==> config.mk <==
export PLATFORM = sky130hd
export DESIGN_NAME = pic_inta_sequencer
export DESIGN_NICKNAME = d
export VERILOG_FILES = /design/src/rtl/pic_inta_sequencer.sv
export SDC_FILE = /design/constraint.sdc
export NUM_CORES = 1
export LEC_CHECK = 0
export CAP_MARGIN = 40
export CORE_MARGIN = 4
export CORE_UTILIZATION = 42
export DETAILED_ROUTE_END_ITERATION = 16
export HOLD_SLACK_MARGIN = 0.15
export PLACE_DENSITY = 0.88
export SLEW_MARGIN = 20
export SYNTH_ARGS = -nofsm -noshare
export SYNTH_HDL_FRONTEND = slang
export SYNTH_SLANG_ARGS = --single-unit
export TNS_END_PERCENT = 50
==> constraint.sdc <==
create_clock -name clk -period 1.87 [get_ports clk]
set_clock_uncertainty 0.15 [all_clocks]
set_input_delay 0.374 -clock clk [delete_from_list [all_inputs] [get_ports clk]]
set_output_delay 0.374 -clock clk [all_outputs]
set_load 0.1 [all_outputs]
==> src/rtl/pic_inta_sequencer.sv <==
// pic_inta_sequencer: interrupt-acknowledge engine sitting between the PIC and
// the CPU core. Generates the INTA_n pulse train, samples the PIC data bus on
// the last low cycle of the data pulses and presents the vector on a
// valid/ready handshake.
// Build option: define INTA_8080_MODE_EN to compile in the three-pulse 8080
// sequence and vec_addr_hi capture; otherwise only 8086 two-pulse sequences.
module pic_inta_sequencer #(
   parameter int unsigned PULSE_LEN = 2,
   parameter int unsigned GAP_LEN   = 2
) (
   input  logic       clk,
   input  logic       reset,
   input  logic       int_in,
   input  logic       cpu_int_en,
   input  logic       mode_8086,
   input  logic [7:0] pic_data,
   input  logic       pic_data_io,
   output logic       inta_n,
   output logic       vec_valid,
   output logic [7:0] vec_data,
   output logic [7:0] vec_addr_hi,
   input  logic       vec_ready,
   output logic       busy,
   output logic       spurious
);

   localparam int unsigned MAX_LEN = (PULSE_LEN > GAP_LEN) ? PULSE_LEN : GAP_LEN;
   localparam int unsigned CW      = $clog2(MAX_LEN) + 1;
`ifdef INTA_8080_MODE_EN
   localparam int unsigned PW      = 2;
`else
   localparam int unsigned PW      = 1;
`endif
   localparam logic [CW-1:0] PULSE_LAST = CW'(PULSE_LEN - 1);
   localparam logic [CW-1:0] GAP_LAST   = CW'(GAP_LEN - 1);

   typedef enum logic [1:0] {IDLE, LOW, GAP, HOLD} state_t;

   state_t        state, state_nxt;
   logic [CW-1:0] cnt, cnt_nxt;
   logic [PW-1:0] pidx, pidx_nxt;
   logic          mode_q, mode_nxt;
   logic [7:0]    byte_q, byte_nxt;
   logic          inta_nxt, valid_nxt, busy_nxt, spur_nxt;
   logic [7:0]    data_nxt, hi_nxt;
   logic          start_mode;
   logic          final_pidx;

`ifdef INTA_8080_MODE_EN
   assign start_mode = mode_8086;
   assign final_pidx = mode_q ? (pidx == PW'(1)) : (pidx == PW'(2));
`else
   logic unused_mode;
   assign unused_mode = mode_8086;
   assign start_mode  = 1'b1;
   assign final_pidx  = (pidx == PW'(1));
`endif

   // State, counters and all registered outputs.
   always_ff @(posedge clk or negedge reset) begin
      if (!reset) begin
         state       <= IDLE;
         cnt         <= '0;
         pidx        <= '0;
         mode_q      <= 1'b1;
         byte_q      <= '0;
         inta_n      <= 1'b1;
         vec_valid   <= 1'b0;
         vec_data    <= '0;
         vec_addr_hi <= '0;
         busy        <= 1'b0;
         spurious    <= 1'b0;
      end else begin
         state       <= state_nxt;
         cnt         <= cnt_nxt;
         pidx        <= pidx_nxt;
         mode_q      <= mode_nxt;
         byte_q      <= byte_nxt;
         inta_n      <= inta_nxt;
         vec_valid   <= valid_nxt;
         vec_data    <= data_nxt;
         vec_addr_hi <= hi_nxt;
         busy        <= busy_nxt;
         spurious    <= spur_nxt;
      end
   end

   // Next-state and next-output logic.
   // inta_n is registered from the current state, so it lags the LOW state by
   // one cycle; the last low cycle of a pulse therefore coincides with the
   // first cycle of the following GAP/HOLD state, which is where data is sampled.
   always_comb begin
      state_nxt = state;
      cnt_nxt   = cnt;
      pidx_nxt  = pidx;
      mode_nxt  = mode_q;
      byte_nxt  = byte_q;
      inta_nxt  = (state != LOW);
      valid_nxt = vec_valid;
      busy_nxt  = busy;
      spur_nxt  = 1'b0;
      data_nxt  = vec_data;
      hi_nxt    = vec_addr_hi;
      case (state)
         IDLE: begin
            if (int_in && cpu_int_en) begin
               state_nxt = LOW;
               cnt_nxt   = '0;
               pidx_nxt  = '0;
               mode_nxt  = start_mode;
               busy_nxt  = 1'b1;
            end
         end
         LOW: begin
            if (cnt == PULSE_LAST) begin
               cnt_nxt   = '0;
               state_nxt = final_pidx ? HOLD : GAP;
            end else begin
               cnt_nxt = cnt + 1'b1;
            end
         end
         GAP: begin
            // Pulse-1 byte of an 8080 sequence is staged until the final
            // pulse proves the PIC is really driving the bus.
            if (cnt == '0 && pidx == PW'(1)) begin
               byte_nxt = pic_data;
            end
            if (cnt == GAP_LAST) begin
               cnt_nxt   = '0;
               pidx_nxt  = pidx + 1'b1;
               state_nxt = LOW;
            end else begin
               cnt_nxt = cnt + 1'b1;
            end
         end
         HOLD: begin
            if (!vec_valid) begin
               if (pic_data_io) begin
                  spur_nxt  = 1'b1;
                  busy_nxt  = 1'b0;
                  state_nxt = IDLE;
               end else begin
                  valid_nxt = 1'b1;
                  data_nxt  = mode_q ? pic_data : byte_q;
`ifdef INTA_8080_MODE_EN
                  hi_nxt    = mode_q ? 8'h00 : pic_data;
`else
                  hi_nxt    = 8'h00;
`endif
               end
            end else if (vec_ready) begin
               valid_nxt = 1'b0;
               busy_nxt  = 1'b0;
               state_nxt = IDLE;
            end
         end
         default: state_nxt = IDLE;
      endcase
   end

endmodule

; ---- Word level (Yosys, flattened, before mapping)
; Index checks and enable logic that the tools add are counted.
[word_totals]
register_bits = 17
in_bits = 15
[classes]
n_mux = 25
n_addsub = 2
n_eq_ne = 10
bitwise = 2
n_reduce_logical = 11
[op_table]
columns = operator, count
row1 = 2-bit two-way mux, 8
row2 = 1-bit two-way mux, 13
row3 = 2-bit one-hot mux with 4 select lines, 1
row4 = 2-bit inequality test (second input constant), 3
row5 = 3-bit inequality test (second input constant), 2
row6 = 3-bit AND reduction, 2
row7 = 2-bit nonzero test, 3
row8 = 5-bit AND reduction, 1
row9 = 2-bit by 1-bit == test with 1-bit output (second input constant), 2
row10 = 2-bit == test (second input constant), 2
row11 = 1-bit one-hot mux with 2 select lines, 2
row12 = 2-bit one-hot mux with 2 select lines, 1
row13 = 4-bit AND reduction, 1
row14 = 2-bit by 1-bit adder with 2-bit output (second input constant), 1
row15 = 2-bit logical NOT, 1
row16 = 2-bit by 1-bit inequality test with 1-bit output (second input constant), 1
row17 = 1-bit NOT, 2
row18 = 2-bit AND reduction, 1
row19 = 2-bit OR reduction, 1
row20 = 1-bit adder (second input constant), 1
row21 = 1-bit logical AND, 1

; ---- Depth between registers and ports, before layout
; Gate-level depths: netlist of the first run.
[logic_depth]
word_depth = 4
ltp_mapped = 6

; ---- Least setup slack after synthesis of the first run
; Ideal clock, no wire load.
[synth_timing]
path_kind = register to register
start = register vec_valid
end = register state[1]
stages_incl_launch_ff = 5
period_less_slack_ps = 2072
slack_ps = -202
t_arrival_ps = 1797
setup_time_ps = 125
path_cell_list = dfrtp_1 mux2i_1 nand2_1 and3_1 mux2_4
[synth_via]
elab_chain_cells = 2
[synth_rtl]
columns = element, line_no
row1 = "start, declared", 19  ; output logic vec_valid,
row2 = "start signal, assigned", 80  ; vec_valid <= valid_nxt;
row3 = 3-bit inequality test (no source line) or 2-bit two-way mux (tied branches), n/a
row4 = 5-bit AND reduction (no source line) or 2-bit one-hot mux with 4 select lines (tied branches), n/a
row5 = "end signal, assigned", 74  ; state <= state_nxt;
row6 = "end, declared", 39  ; state_t state, state_nxt;
; Parallel ways exist; a longest one is shown, timed or not.
; A chain may end at the register's enable or synchronous reset.

; ---- Worst setup path after layout of the first run
[layout_timing]
start = register state[1]
end = register pidx (netlist: final_pidx)
[layout_via]
elab_chain_cells = 3
[layout_rtl]
columns = element, line_no
row1 = 2-bit == test or 2-bit logical NOT (tied branches), 104  ; case (state)
row2 = 2-bit inequality test (no source line) or 2-bit nonzero test (tied branches), n/a
row3 = 3-bit AND reduction (no source line), n/a
row4 = "end signal, assigned", 76  ; pidx <= pidx_nxt;
row5 = "end, declared", 41  ; logic [PW-1:0] pidx, pidx_nxt;
; Parallel ways exist; a longest one is shown, timed or not.

==> flow_summary.ini, run 1 <==
[run_status]
status = completed

[timing]
tns_ps = 0
hold_violations = 0
setup_slack_ps = 128.8
min_period_over_period = 0.9311
rsz0062_at_grt = false
slew_violations = 0
finalWorstPathRequiredPeriod_ps = 1741
setup_viol = 0
hold_slack_ps = 337.0
max_freq_mhz = 574.3

[worst_setup_path]
r2r-end = final_pidx
crit_arrival_ps = 1780
cp-start-kind = flop
r2r-start = state[1]
critical_path_class = reg -> reg
rrSetupSlack_ps = 130
cp.required_ps = 1900
path_max_fanout = 7
cp-end-kind = flop
r2r_cells = 6

[clock_network]
cts_made_buffers = 3
cts_sinks = 17
clk_pin_slew_ps = 90
cts.path.max_buffers = 2
root_buffer = clkbuf_4
cts_resized = 0
cts_tree = built
clk_latency_ps = 290
ctsHtreeMaxLevel = 1

[placed_design]
place.gp.congestion = 0.7445
hpwlAfterDp_mm = 1.507
pre_cts_ws_ps = -28.11
placement.io_buffers = 25
place_inst = 129

[finish]
diodes = 0
fillers = 144
finalNetCount = 128
instances_no_fill = 134
seq_area_sq_um = 427.9
drive_gt1_frac = 0.2991
multi_input_area_sq_um = 386.6
area_growth_pct = 50.80

[worst_hold_path]
holdPathEnd = cnt[1]
hold_path.class = reg -> reg
holdPathStages = 1
min_from = cnt[1]

[yosys]
synth_warnings = 0
seq_area_frac_synth = 0.4949
synth_seq_cells = 17
ys_types = 22
synth_cells = 74
netlist_area_sq_um = 862.1
syn_avg_cell_area_sq_um = 11.65

[floorplan]
die_w_microns = 53.31
ios = 35
dieArea_sq_um = 2841
core_area_sq_um = 1962
dieHeight_microns = 53.31
rows = 16
initial_core_util = 0.4394

[global_routing]
grt_pass1_wl_mm = 2.925
gr-total-overflow = 0
antenna_found_initial = 0
grt_max_degree = 16
grt_use_total = 0.1473
grt_pass1_vias = 656

[drt]
detail_route.wl_per_cell_microns = 13.92
ant_nets = 0
route.detailed.drc = 0
dr.pass1.iters = 4
drt-total-wl_mm = 1.865
routed_via_density = 4.776
first_iter_violations = 8
num_vias = 640

[job]
timing.max_cap.violations = 0
synthesized netlist by cell type:
| cell type | n | area, sq um |
|---|---|---|
| a21boi_0 | 1 | 7.510 |
| a21oi_1 | 3 | 15.01 |
| a22o_1 | 2 | 17.52 |
| and3_1 | 1 | 6.260 |
| and3_2 | 1 | 7.510 |
| buf_4 | 8 | 60.06 |
| conb_1 | 1 | 3.750 |
| dfrtp_1 | 16 | 400.4 |
| dfstp_2 | 1 | 26.28 |
| ha_1 | 5 | 62.56 |
| inv_1 | 4 | 15.01 |
| mux2_2 | 8 | 90.09 |
| mux2_4 | 1 | 15.01 |
| mux2i_1 | 3 | 30.03 |
| nand2_1 | 7 | 26.28 |
| nand2b_1 | 1 | 6.260 |
| nor2_1 | 3 | 11.26 |
| nor3b_4 | 1 | 18.77 |
| o21a_1 | 1 | 7.510 |
| o21ai_0 | 4 | 20.02 |
| or3_1 | 1 | 6.260 |
| xnor2_1 | 1 | 8.760 |
final cells by class:
| class | instances | area share |
|---|---|---|
| clock buffers | 4 | 0.02021 |
| multi-input cells | 52 | 0.2974 |
| repair buffers | 30 | 0.3157 |
| well taps | 27 | 0.02599 |
| flip-flops and latches | 17 | 0.3292 |
| inverters | 4 | 0.01155 |
sequential cells by signal (all words and copies together), names as in the netlist:
name / flops
vec_data: 8
final_pidx: 1
busy: 1
vec_valid: 1
cnt: 2
inta_n: 1
spurious: 1
state: 2
per-stage QoR:
step / util / area [sq um]
CTS: 0.6626 / 1300
detailed placement: 0.6441 / 1264
global route: 0.6626 / 1300
global placement: 0.6441 / 1264
finish: 0.6626 / 1300
floorplan: - / 889.6
what timing repair did:
action                                 4_1_cts  5_1_grt
endpoints found under the hold margin        1        0
buffers inserted                             0        0
hold buffers                                 1        0
metal layers:
metal / vias up / GRT usage / part of all wire
met2: 31 / 0.2735 / 0.50
met5: - / 0 / 0
met4: 0 / 0.07660 / 0.025
met1: 300 / 0.1511 / 0.37
met3: 5 / 0.03099 / 0.10
li1: 304 / - / -
kinds of logic (layout without fill, tap and decap cells):
logic type / Yosys count / after routing / synth area share
buf+inv: 12 / 38 / 0.08708
other cells: 1 / 8 / 0.004350
xor+xnor: 1 / 1 / 0.01016
mux: 12 / 12 / 0.1567
fa+ha+maj: 5 / 5 / 0.07257
compound gates: 11 / 11 / 0.07838
flops: 17 / 17 / 0.4949
simple gates: 15 / 15 / 0.09582
critical path, cell delays in order (launching register included):
cell and delay (ps):
dfrtp_1 430, inv_1 110, ha_1 290, a21boi_0 290, or3_1 150, nand2_1 40, a22o_1 180
layout by cell type, fill, tap and decap left out, types with 2 or more instances in the layout:
cell type / instances
buf_12: 12
o21ai_0: 4
buf_4: 4
mux2_2: 8
dfrtp_1: 15
a22o_1: 2
nand2_1: 7
inv_1: 4
conb_1: 8
clkdlybuf4s50_1: 13
nor2_1: 3
ha_1: 5
clkbuf_4: 3
a21oi_1: 3
mux2i_1: 3
how the worst max path moves through the flow:
stage	start	end	slack, ps	cells past startpoint
after global placement	pic_data_io	state[1]	5	5
after floorplan	vec_valid	state[1]	110	4
after CTS	state[1]	final_pidx	120	6
final	state[1]	final_pidx	130	6
after global routing	state[0]	final_pidx	20	6
after detailed placement	pic_data_io	state[1]	-30	5
Power of run 1 is left out: the tool's default activity adds up to more than one toggle a clock period on the data nets, which glitch-free logic cannot reach.
==> run 2, diff against run 1 <==
- PLACE_DENSITY: 0.88 -> unset
- PLACE_DENSITY_LB_ADDON: unset -> 0.2
==> run 2 against run 1 <==
Net effect:
- register-to-register slack better by 40 ps
- setup slack improved by 40 ps
- utilization up 0.57 points
- critical path depth is the same
- first-iteration DRC count shrank 25%
- wire length decreased by 9.3%
- sequential share of layout area fell by 0.28 points
- count of clock-buffer cells in the layout is 1 lower
- non-clock buffer count unchanged
- worst hold slack worse by 100 ps
- critical endpoint unchanged
- highest routed layer unchanged
- die area stayed put
==> flow_summary.ini, run 2 (synthesized netlist as in run 1, its figures left out) <==
[run_status]
status = completed

[drt]
num_vias = 602
detail_route.wl_per_cell_microns = 12.62
routed_via_density = 4.493
drt-total-wl_mm = 1.691
first_iter_violations = 6
ant_nets = 0
route.detailed.drc = 0
dr.pass1.iters = 3

[placed_design]
place.gp.congestion = 0.7303
placed_cell_area_sq_um = 1284
placement.io_buffers = 25
hpwlAfterDp_mm = 1.401

[worst_setup_path]
cp-start-kind = flop
r2r_cells = 6
cpPeakStageDelay_ps = 410
cp-end-kind = flop
critical_path_class = reg -> reg
cpLargestDelayFamily = flip-flops
cp.required_ps = 1950
worst-path-stages = 6
crit_arrival_ps = 1780
path_cells = inv_1 > ha_1 > a21boi_1 > or3_1 > nand2_1 > a22o_1
cp_slowest_cell = dfrtp_1
crit_buf_inv = 1
path_max_fanout = 7

[worst_hold_path]
hold_path.class = in -> async

[clock_network]
cts_sinks = 17
cts_resized = 0
post_cts_buffers = 0
root_buffer = clkbuf_4
cts.path.max_buffers = 2
ctsHoldBuffers = 0
ctsHtreeMaxLevel = 1
cts_tree = built
clk_latency_ps = 290
clk_pin_slew_ps = 100
cts_made_buffers = 3

[floorplan]
dieArea_sq_um = 2841
ios = 35
initial_core_util = 0.4394
rows = 16
core_area_sq_um = 1962
die_w_microns = 53.31
dieHeight_microns = 53.31

[finish]
largest_register = vec_data
largestRegisters = vec_data: 8 flops, cnt: 2 flops, state: 2 flops
area_growth_pct = 52.10
diodes = 0
largest_reg_flops = 8
final_cell_mix = 15 x dfrtp_1, 13 x clkdlybuf4s50_1, 13 x buf_12
final_cell_area_sq_um = 1311
final_common_cell = dfrtp_1
finalNetCount = 128
drive_gt1_frac = 0.3178

[global_routing]
gr-total-overflow = 0
grt_pass1_vias = 601
antenna_found_initial = 0
grt_max_degree = 18
grt_pass1_wl_mm = 2.760
grt_use_total = 0.1386

[timing]
rsz0062_at_grt = false
hold_slack_ps = 233.9
hold_violations = 0
min_period_over_period = 0.9098
setup_viol = 0
slew_violations = 0
finalWorstPathRequiredPeriod_ps = 1701
max_freq_mhz = 587.7

[job]
timing.max_cap.violations = 0
run 2: cell types whose count changed in the layout (fill, tap and decap cells not counted):
cell	before	now
a21boi_0	1	0
a21boi_1	0	1
buf_12	12	13
clkbuf_1	1	0
clkinv_2	0	1
dlygate4sd3_1	1	0
run 2: worst paths after layout:
path / from / endpoint / slack, ps
worst max-delay path: state[0] / final_pidx / 170
worst min-delay path: reset / vec_data[1] / 230
worst max register to register: state[0] / final_pidx / 170
worst min register to register: cnt[1] / cnt[1] / 340
max in group asynchronous: reset / inta_n / 1080
min in group clk: cnt[1] / cnt[1] / 340
run 2: per-stage QoR:
| stage | setup WS, ps | cells | utilization | setup TNS, ps |
|---|---|---|---|---|
| after global routing | 57.47 | 134 | 0.6684 | 0 |
| after floorplan | 108.9 | 81 | - | 0 |
| final | 168.6 | 134 | 0.6684 | 0 |
| after detailed placement | -12.04 | 130 | 0.6543 | -12.04 |
| after global placement | 10.48 | 130 | 0.6543 | 0 |
| after CTS | 90.07 | 134 | 0.6684 | 0 |
run 2: final cells by class:
type / count / area, sq um
Fill cell: 158 / 650.6
Sequential cell: 17 / 427.9
Timing Repair Buffer: 30 / 420.4
Multi-Input combinational cell: 52 / 386.6
Tap cell: 27 / 33.78
Clock buffer: 3 / 22.52
Inverter: 4 / 15.01
Clock inverter: 1 / 5.005
run 2: per-layer routing:
layer / global-route usage / vias up / part of all wire
li1: - / 302 / -
met1: 0.1675 / 278 / 0.43
met2: 0.2224 / 20 / 0.48
met3: 0.04225 / 2 / 0.073
met4: 0.06383 / 0 / 0.014
met5: 0 / - / 0
Power of run 2 is left out for the same reason.
==> variant, RTL diff (flow settings as in run 1) <==
Set the parameter `PULSE_LEN` to 4 (it was 2).
--- a/src/rtl/pic_inta_sequencer.sv
+++ b/src/rtl/pic_inta_sequencer.sv
@@ -7,3 +7,3 @@
 module pic_inta_sequencer #(
-   parameter int unsigned PULSE_LEN = 2,
+   parameter int unsigned PULSE_LEN = 4,
    parameter int unsigned GAP_LEN   = 2
Formal check against the unedited RTL: not equivalent (Yosys sat finds a counterexample within 10 cycles, from zero or initial values and one cycle with reset low).
==> variant against run 1 <==
  * Area after synthesis up 10%
  * Routed wire length up 9.5%
  * Setup slack better by 39 ps
  * Design area up 7.6%
  * Sequential cell count up 1
Power is left out: the tool's default activity adds up to more than one toggle a clock period on the data nets, which glitch-free logic cannot reach.
==> variant: results (changes against run 1) <==
Flop2flop setup slack -> 170 ps (was 130 ps)
Fraction of the mapped netlist area in adder cells -> 0.106 (was 0.0726)
CTS HTree Levels -> 1 (unchanged)
Drt first-iter violations -> 12 (was 8)
GRT Total Usage -> 0.142 (was 0.147)
Fraction of registers with async set/reset -> 1.00 (unchanged)
Crit path max-delay family -> compound AO/OA/AOI/OAI gates (unchanged)
Largest net degree at the start of global routing -> 19 (was 16)
Cts bufs inserted -> 3 (unchanged)
Fillers -> 149 (was 144)
Maximum clock path buffer count -> 2 (unchanged)
Clk Latency, worst-skew pair -> 290 ps (about the same)
Compound-Gate Fraction of Synth Area -> 0.104 (was 0.0784)
Area contributors post-synth -> dfrtp_1 45%, ha_1 11%, mux2_2 9.5% (was dfrtp_1 46%, mux2_2 10%, ha_1 7.3%)
Setup bufs post-CTS -> 0 (unchanged)
Drt pass-1 iters -> 4 (unchanged)
Global placement routability congestion -> 0.785 (was 0.745)
Root buf cell -> clkbuf_4 (unchanged)
Worst-path fanout max -> 7 (unchanged)
Sequential area share after synthesis -> 0.476 (was 0.495)
Yosys cell types -> 26 (was 22)
Layout cell share with drive strength beyond 1 -> 0.313 (was 0.299)
Synth warnings -> 0 (unchanged)
CTS clk-pin slew, worst paths -> 100 ps
Routed Antenna Nets -> 0 (unchanged)
Final net count -> 139 (was 128)
Diode count -> 0 (unchanged)
Worst path slowest cell -> dfrtp_1 (unchanged)
DP HPWL -> 1.69 mm (was 1.51 mm)
Mux contribution to synthesized area -> 0.127 (was 0.157)
XOR/XNOR Fraction of Synth Area -> 0 (was 0.0102)
Initial antenna violation count -> 0 (unchanged)
Post-synth top cells -> 17 x dfrtp_1, 8 x buf_4, 8 x ha_1, 8 x inv_1, 8 x mux2_2 (was 16 x dfrtp_1, 8 x buf_4, 8 x mux2_2, 7 x nand2_1, 5 x ha_1)
Routed WL -> 2.04 mm (was 1.87 mm)
IO buf count -> 25 (unchanged)
Aggregate global routing overflow -> 0 (unchanged)
Status -> finished, final reports clean (unchanged)
Via Count -> 695 (was 640)
DR WL/cell -> 14.4 um (was 13.9 um)
First-pass GRT wire length -> 3.50 mm (was 2.93 mm)
CP peak stage delay -> 410 ps (was 430 ps)
Crit path DAT -> 1780 ps (about the same)
Worst min path class -> in2async (was reg2reg)
Number of global-route vias before repair -> 690 (was 656)
Post-synthesis area per instance -> 11.4 um2 (was 11.6 um2)
Largest registers -> vec_data (8), cnt (3), state (2) (was vec_data (8), cnt (2), state (2))
==> variant: cell types whose count changed after synthesis, sizes merged, moves of 2 or more <==
cell | before | now
a22o | 2 | 0
and3 | 2 | 0
ha | 5 | 8
inv | 4 | 8
nand2 | 7 | 5
==> variant: what timing repair did <==
action / CTS / global route
gates resized for setup: 0 / 1
endpoints found under the setup margin: 0 / 7
hold buffers: 0 / 0
==> variant: final timing paths <==
path / from / to / depth (start not counted)
worst max register to register: state[0] / state[1] / 5
worst min register to register: cnt[1] / cnt[1] / 2
worst min-delay path: reset / spurious / 2
max in group asynchronous: reset / inta_n / 2
worst max-delay path: state[0] / state[1] / 5
min in group clk: cnt[1] / cnt[1] / 2
==> variant: layout make-up <==
type                    instances  area share
inverters                       8      0.0215
multi-input cells              56       0.309
clock buffers                   4      0.0259
flip-flops and latches         18       0.324
well taps                      27      0.0242
repair buffers                 29       0.295
==> variant: cell families (layout without fill, tap and decap cells) <==
kind of cell    after synthesis  in the layout
mux                          11             11
flops                        18             18
fa+ha+maj                     8              8
buf+inv                      16             41
simple gates                 14             14
compound gates               15             15
other cells                   1              8
==> variant: metrics by stage <==
step	worst slack (ps)	cell area (um2)	setup TNS, ps	hold WS [ps]
6_report	167	1400	0	263
5_1_grt	39.1	1400	0	296
4_1_cts	27.2	1400	0	273
3_5_place_dp	-108	1360	-802	360
3_3_place_gp	-67.5	1360	-189	342
2_1_floorplan	195	976	0	-71.6
==> variant: routing by layer <==
layer	vias to the layer above	part of all wire	global-route usage
met4	0	0.0098	0.0313
met2	29	0.49	0.236
met1	327	0.43	0.177
met3	2	0.070	0.0490
li1	337	-	-
met5	-	0	0
